===== config.mk =====
export PLATFORM = sky130hd
export DESIGN_NAME = mem_sink
export DESIGN_NICKNAME = d
export VERILOG_FILES = /design/src/rtl/mem_sink.sv
export SDC_FILE = /design/constraint.sdc
export NUM_CORES = 1
export LEC_CHECK = 0
export CORE_UTILIZATION = 58
export CTS_BUF_LIST = sky130_fd_sc_hd__clkbuf_8
export DETAILED_ROUTE_END_ITERATION = 7
export GPL_TIMING_DRIVEN = 0
export PLACE_DENSITY = 0.84
export SETUP_SLACK_MARGIN = 0.2
export SLEW_MARGIN = 30
export SYNTH_ARGS = -nofsm -noshare
export SYNTH_HDL_FRONTEND = slang
export SYNTH_SLANG_ARGS = --single-unit

===== constraint.sdc =====
create_clock -name clk -period 1.9 [get_ports clk]
set_input_delay 0.19 -clock clk [delete_from_list [all_inputs] [get_ports clk]]
set_output_delay 0.19 -clock clk [all_outputs]
set_load 0.02 [all_outputs]

===== src/rtl/mem_sink.sv =====
// mem_sink: downstream sink for the two-master merge path.
// Grants the path's bus request, captures granted bytes into a sequential
// store of DEPTH entries, offers a registered readback port and flags
// protocol violations (data offered without grant or while full).
// Optional feature macro: GNT_DELAY_EN -- inserts a WAIT state so the grant
// lags the request by GNT_DELAY cycles (slow-bus back-pressure).
module mem_sink #(
  parameter int unsigned DATA_W    = 8,
  parameter int unsigned DEPTH     = 64,
  parameter int unsigned GNT_DELAY = 2
) (
  input  logic                     clk,
  input  logic                     rst,
  input  logic                     req_i,
  output logic                     gnt_o,
  input  logic                     valid_i,
  input  logic [DATA_W-1:0]        data_i,
  input  logic                     clear_i,
  input  logic [$clog2(DEPTH)-1:0] rd_addr_i,
  output logic [DATA_W-1:0]        rd_data_o,
  output logic [$clog2(DEPTH):0]   count_o,
  output logic                     full_o,
  output logic                     err_o
);

  localparam int unsigned AW       = $clog2(DEPTH);
  localparam logic [AW:0] FULL_CNT = (AW+1)'(DEPTH);
  localparam logic [AW:0] LAST_CNT = (AW+1)'(DEPTH - 1);

  // Elaboration-time parameter sanity checks.
  if (DEPTH < 2 || (DEPTH & (DEPTH - 1)) != 0) begin : g_depth_check
    $error("mem_sink: DEPTH must be a power of two and at least 2");
  end
  if (GNT_DELAY < 1) begin : g_delay_check
    $error("mem_sink: GNT_DELAY must be at least 1");
  end

`ifdef GNT_DELAY_EN
  typedef enum logic [1:0] {ST_IDLE, ST_WAIT, ST_GRANT, ST_FULL} state_t;

  localparam int unsigned    CW      = $clog2(GNT_DELAY + 1);
  localparam logic [CW-1:0]  CNT_ONE = CW'(1);
  localparam logic [CW-1:0]  CNT_LD  = CW'(GNT_DELAY);

  logic [CW-1:0] wait_cnt;
  logic [CW-1:0] wait_cnt_nxt;
`else
  typedef enum logic [1:0] {ST_IDLE, ST_GRANT, ST_FULL} state_t;
`endif

  state_t            state;
  state_t            state_nxt;
  logic              wr_en;
  logic              viol;
  logic [AW-1:0]     wr_ptr;
  logic [AW:0]       count;
  logic              err;
  logic [DATA_W-1:0] store [DEPTH];

  // A byte is accepted only under grant outside FULL; clear wins over both
  // the write and the violation flag.
  assign wr_en = valid_i && gnt_o && (state != ST_FULL) && !clear_i;
  assign viol  = valid_i && (!gnt_o || (state == ST_FULL)) && !clear_i;

  assign count_o = count;
  assign full_o  = (count == FULL_CNT);
  assign err_o   = err;

  // Next-state logic for the grant FSM.
  always_comb begin
    state_nxt = state;
`ifdef GNT_DELAY_EN
    wait_cnt_nxt = wait_cnt;
`endif
    if (clear_i) begin
      state_nxt = ST_IDLE;
    end else begin
      case (state)
        ST_IDLE: begin
          if (req_i) begin
`ifdef GNT_DELAY_EN
            state_nxt    = ST_WAIT;
            wait_cnt_nxt = CNT_LD;
`else
            state_nxt    = ST_GRANT;
`endif
          end
        end
`ifdef GNT_DELAY_EN
        ST_WAIT: begin
          wait_cnt_nxt = wait_cnt - CNT_ONE;
          if (!req_i) begin
            state_nxt = ST_IDLE;
          end else if (wait_cnt == CNT_ONE) begin
            state_nxt = ST_GRANT;
          end
        end
`endif
        ST_GRANT: begin
          // Filling the store takes priority over a simultaneous req drop.
          if (wr_en && (count == LAST_CNT)) begin
            state_nxt = ST_FULL;
          end else if (!req_i) begin
            state_nxt = ST_IDLE;
          end
        end
        ST_FULL: begin
          state_nxt = ST_FULL;
        end
        default: begin
          state_nxt = ST_IDLE;
        end
      endcase
    end
  end

  // State register; grant is registered from the next state so it rises and
  // falls on the same edge as the state change.
  always_ff @(posedge clk or posedge rst) begin
    if (rst) begin
      state <= ST_IDLE;
      gnt_o <= 1'b0;
`ifdef GNT_DELAY_EN
      wait_cnt <= '0;
`endif
    end else begin
      state <= state_nxt;
      gnt_o <= (state_nxt == ST_GRANT);
`ifdef GNT_DELAY_EN
      wait_cnt <= wait_cnt_nxt;
`endif
    end
  end

  // Write pointer and byte count.
  always_ff @(posedge clk or posedge rst) begin
    if (rst) begin
      wr_ptr <= '0;
      count  <= '0;
    end else if (clear_i) begin
      wr_ptr <= '0;
      count  <= '0;
    end else if (wr_en) begin
      wr_ptr <= wr_ptr + 1'b1;
      count  <= count + 1'b1;
    end
  end

  // Sticky protocol-error flag.
  always_ff @(posedge clk or posedge rst) begin
    if (rst) begin
      err <= 1'b0;
    end else if (clear_i) begin
      err <= 1'b0;
    end else if (viol) begin
      err <= 1'b1;
    end
  end

  // Store write port; contents survive reset and clear.
  always_ff @(posedge clk) begin
    if (wr_en) begin
      store[wr_ptr] <= data_i;
    end
  end

  // Registered readback; a same-cycle write to the same address returns old data.
  always_ff @(posedge clk or posedge rst) begin
    if (rst) begin
      rd_data_o <= '0;
    end else begin
      rd_data_o <= store[rd_addr_i];
    end
  end

endmodule

[Word-level counts from Yosys, hierarchy flattened]
Memories as Yosys holds them, arrays and structs flattened. A register that Yosys moved wholly into a read port is not among the register bits.
Index checks and enable logic that the tools add are counted.
Cells by class
  reduce and logical (&&, ||, !) cells: 12
  equality and inequality tests: 6
  add/subtract/negate cells: 2
  multiplexer cells: 13
Operators with widths (count)
  2-to-1 mux 7 bit: 2
  2-to-1 mux 6 bit: 2
  2-to-1 mux 2 bit: 4
  adder 7 x 1 -> 7 bit, second input constant: 1
  == test 7 x 6 -> 1 bit, second input constant: 1
  == test 7 bit, second input constant: 1
  adder 6 x 1 -> 6 bit, second input constant: 1
  logical AND 1 bit: 6
  one-hot mux 2 bit (3 select lines): 1
  == test 2 x 1 -> 1 bit, second input constant: 2
  2-to-1 mux 1 bit: 4
  nonzero test 2 bit: 2
  == test 2 bit, second input constant: 1
  zero test 1 bit: 2
  zero test 2 bit: 1
  != test 2 bit, second input constant: 1
  logical OR 1 bit: 1
Storage, ports and cells
  register bits after elaboration: 17
  bits of input ports: 19
  memories kept: 1
  memory bits (writable): 512
  logic and storage cells: 39
Memory list
  store: depth 64, width 8, rd ports 1, clocked after Yosys merged registers in 1, write ports 1, RTL line 58  | logic [DATA_W-1:0] store [DEPTH];

[Depth between registers and ports, before layout]
  depth in word-level cells: 8
  gate-level depth with buffers: 9
  depth with buffers taken out: 5

[Worst setup path before layout]
OpenSTA, ideal clock, no wires.
  kind: flip-flop to flip-flop
  from: register state[1]
  to: memory store[61][0], enable pin
  clock period less this slack: 2040 ps
  buffers on the path: 0
  arrival time: 1670 ps
  setup slack: -140 ps
  cell stages (with the launch flop): 6
  data required time: 1530 ps
  path through: dfrtp_1 -> nand2b_1 -> nand3_1 -> nor3b_1 -> nand3b_1 -> nor2_1
On the way
  cells in the longest elaborated chain, start to end: 5
RTL lines
  start: declaration: RTL line 51  | state_t state;
  start signal: assignment: RTL line 127  | state <= state_nxt;
  != test 2 bit: RTL line 62  | assign wr_en = valid_i && gnt_o && (state != ST_FULL) && !clear_i;
  logical AND 1 bit (2 in series): RTL line 62
  2-to-1 mux 1 bit: RTL line 162  | if (wr_en) begin
  2-to-1 mux 1 bit (implied by the code): RTL line 163  | store[wr_ptr] <= data_i;
  end: declaration: RTL line 58
Every way passes these cells.

==> results.md <==
- Slew @ Worst Pin: around 790 ps
- HP Class: primary input to flip-flop
- Lkg Pwr: 8.73 nW
- Core footprint: roughly 0.036 mm²
- Most common cell after layout, fill and taps aside: edfxtp_1
- Ant diodes: 0
- Outcome: finished, violations left
- Layout Skew: 36.6 ps
- Fill count: ~1800
- CTS tree: built
- Max-slew violations: 0
- Total GRT Usage: between 30% and 40%
- Area Growth Syn to Fin: 25.5%
- Placement Cell Area: 0.0221 mm²
- Setup crit start kind: flip-flop
- Core Util, Final: about three quarters
- I/O Buffers: 32
- Synth Flop Type: edfxtp_1
- Fmax: between 0.4 and 0.5 GHz
- DRC viols: 7
- Cells after Synth: approximately 1000
- Rows: 69
- Multi-input gate area: about 0.0054 mm²
- Num CTS Buffers: a little over 80
- Share of the synthesized area in the top cell type: between 70% and 80%
- Die Ht: slightly below 200 µm
- Fin nets: around 1300
- Fraction of registers with async set/reset: between 4 and 5%
- Reg2Reg Setup Slack: -360 ps
- CTS max path bufs: 3
- Synthesized cell area: between 0.02 and 0.025 mm²
- Critical R2R Capture: rd_data_o[3]$_DFF_PP0_
- Simple-gate portion of the synthesized area: between 3 and 4%
- DR vias/cell: slightly below 7
- Register area: 0.0160 mm²
- Post-DRT Antenna Nets: 0
- Pin count of the biggest net entering global routing: 65
- Pre-CTS setup slack: -1220 ps
- Synth Warn #: 0
- Complex-gate fraction of the synthesized area: roughly 2.3%
- Crit path capture type: flip-flop
- Fin area: around 0.026 mm²
- Post-Synth XOR/XNOR Area: less than 1%
- Clock slew at reported path FFs: approximately 60 ps
- Final WL: 60.2 mm
- DR pass1 iterations: 8
- Setup TNS: -25920 ps
- Failing checks: DRC, setup timing
- Top post-synthesis cells by area: edfxtp_1 (73%), mux4_2 (13%), dfrtp_1 (3.0%)
- Final Setup Violations: between 200 and 300
- Initial antenna violation count: 1
- Setup Crit Path Kind: flip-flop to flip-flop
- Fin. Hold Viols: 0
- Placer Congestion: slightly above 0.9
- Htree depth: 3
- Max cap viols: 0
- Minimum clock period: 2260 ps
- Die Span X: roughly 190 µm
- Unique masters post-synth: 47
- WHS Endpoint: wr_ptr[4]$_DFFE_PP0P_
- First-pass GRT wire length: 84.4 mm
- Mux contribution to synthesized area: 15.7%
- Root Buffer: clkbuf_8
- DPL Wire Length: 30.0 mm
- Worst r2r src: store[3][3]$_DFFE_PP_
- Cell taking the most area after synthesis: edfxtp_1
- Die ar.: 0.0370 mm²
- Post-synth EDFFs: ~500
- Final Power: 24.4 mW
- Sequential share of the synthesized area: between 70% and 80%
- WL/cell: between 30 and 40 µm
- Adder-cell share of the synthesized area: less than 1%
- Flops & latches, synth: between 500 and 600
- Final WS setup: -360 ps
- Starting DRT DRC Count: approximately 1800
- Final critical-path share of the clock period: 119%
- GRT overflow: 0
- Peak supply drop: 0.581 mV
- Worst Hold Depth: 2
- Power Density: 924 mW/mm²
- Via count: 12200
- Vias in the first global route: around 12000
- Crit Path Max Fanout: 1
- Setup repair after global routing missed its margin: yes
- Hold_sp: clear_i
- Critical path arrival: 2750 ps
- Initial core utilization: around three fifths
- IO Pins: 37
- Skew-Pair Late Insertion Delay: ~670 ps
- R2R depth: 5
- Clk sinks: 537
- Most frequent cells in the layout: edfxtp_1 (512), mux4_2 (129), clkbuf_8 (90), nor2_4 (66)
- Share of cells above drive strength 1: 41.4%
- Largest family of logic cells by synthesized area: multiplexers
- Post-Syn Area per Cell: between 20 and 25 µm²
- Worst relative slew slack: approximately 47%
- Syn Nets: between 1000 and 1500
- WP data required: 2390 ps
## repair_timing
| action | in CTS | in global routing |
|---|---|---|
| buffers inserted | 125 | 7 |
| resized for setup | 243 | 42 |
| pin swaps | 75 | 31 |
| hold endpoints to repair | 25 | 0 |
| endpoints found under the setup margin | 542 | 526 |
| hold buffers | 1 | 0 |
## where the power goes
| part | internal, mW | switching (mW) | leakage, nW |
|---|---|---|---|
| clock network | 5.21 | 4.79 | 0.900 |
| registers | 13.0 | 0.0158 | 4.92 |
| logic | 0.522 | 0.868 | 2.91 |
## Yosys cell counts (2+ instances only)
cell	instances
nor4b_1	2
a22o_1	4
o21ai_0	5
xor2_1	8
o22ai_1	8
mux2_2	12
nand3b_1	7
buf_6	11
nand3_1	5
mux4_1	9
a2111oi_0	3
nand2b_1	3
and2_1	3
or3_1	2
nor2_1	89
buf_2	20
a211oi_1	6
a221oi_1	12
nor3b_1	2
and3_1	4
mux4_2	120
edfxtp_1	512
xnor2_1	2
a221o_1	7
o31ai_1	4
nor2b_1	8
a22oi_1	6
nand4_1	6
buf_1	4
dfrtp_1	25
nor3_1	3
buf_4	6
mux2i_1	22
clkbuf_1	11
nand2_1	21
inv_1	4
ha_1	3
a21oi_1	9
## through the flow
| stage | hold slack [ps] | instances |
|---|---|---|
| floorplan | 217 | 997 |
| global placement | 482 | 1490 |
| detailed placement | 480 | 1492 |
| CTS | 12.8 | 1767 |
| global route | 75.3 | 1774 |
| finish | 49.9 | 1774 |
## flip-flops by register name, summed over array words and instances, names as in the netlist
name       cells
err_o          1
state          2
store        512
count_o        7
rd_data_o      8
wr_ptr         6
gnt_o          1
## metal layers
metal | global-route usage (%) | up-vias | wire length [µm] | part of all wire (%)
li1 | - | 4658 | - | -
met1 | 42.7 | 6174 | 20400 | 34
met2 | 52.7 | 1116 | 29100 | 48
met3 | 7.57 | 227 | 6950 | 12
met4 | 19.0 | 0 | 3670 | 6.1
met5 | 0 | - | 0 | 0
## worst max path at each step
stage | start | end | slack, ps | depth (start not counted)
after detailed placement | valid_i | store[43][6]$_DFFE_PP_ | -1220 | 5
after floorplan | state[1]$_DFF_PP0_ | store[13][0]$_DFFE_PP_ | -80 | 5
after global placement | valid_i | store[58][0]$_DFFE_PP_ | -1100 | 5
final | store[3][3]$_DFFE_PP_ | rd_data_o[3]$_DFF_PP0_ | -360 | 5
after CTS | store[11][0]$_DFFE_PP_ | rd_data_o[0]$_DFF_PP0_ | -190 | 5
after global routing | store[3][3]$_DFFE_PP_ | rd_data_o[3]$_DFF_PP0_ | -340 | 5
## kinds of logic (layout without fill, tap and decap cells)
| kind of cell | after synthesis | in the layout |
|---|---|---|
| flops | 537 | 537 |
| mux | 163 | 163 |
| simple gates | 159 | 159 |
| compound gates | 66 | 66 |
| buf+inv | 59 | 375 |
| xor+xnor | 10 | 10 |
| fa+ha+maj | 3 | 3 |
## critical path, stage by stage, from the launching register on
cell	delay [ps]
edfxtp_1	450
mux4_2	570
mux4_2	550
nor2_4	140
a2111oi_2	70
a221o_1	340
## cell type report
type	instances	share of cell area, %
buffer	55	1.97
clock buffer	87	4.54
clock inverter	62	1.68
inverter	4	0.0569
multi-input combinational	401	20.5
sequential	537	60.7
tap	461	2.19
timing repair buffer	167	8.41
No activity file was read; power rests on OpenSTA's default activity.
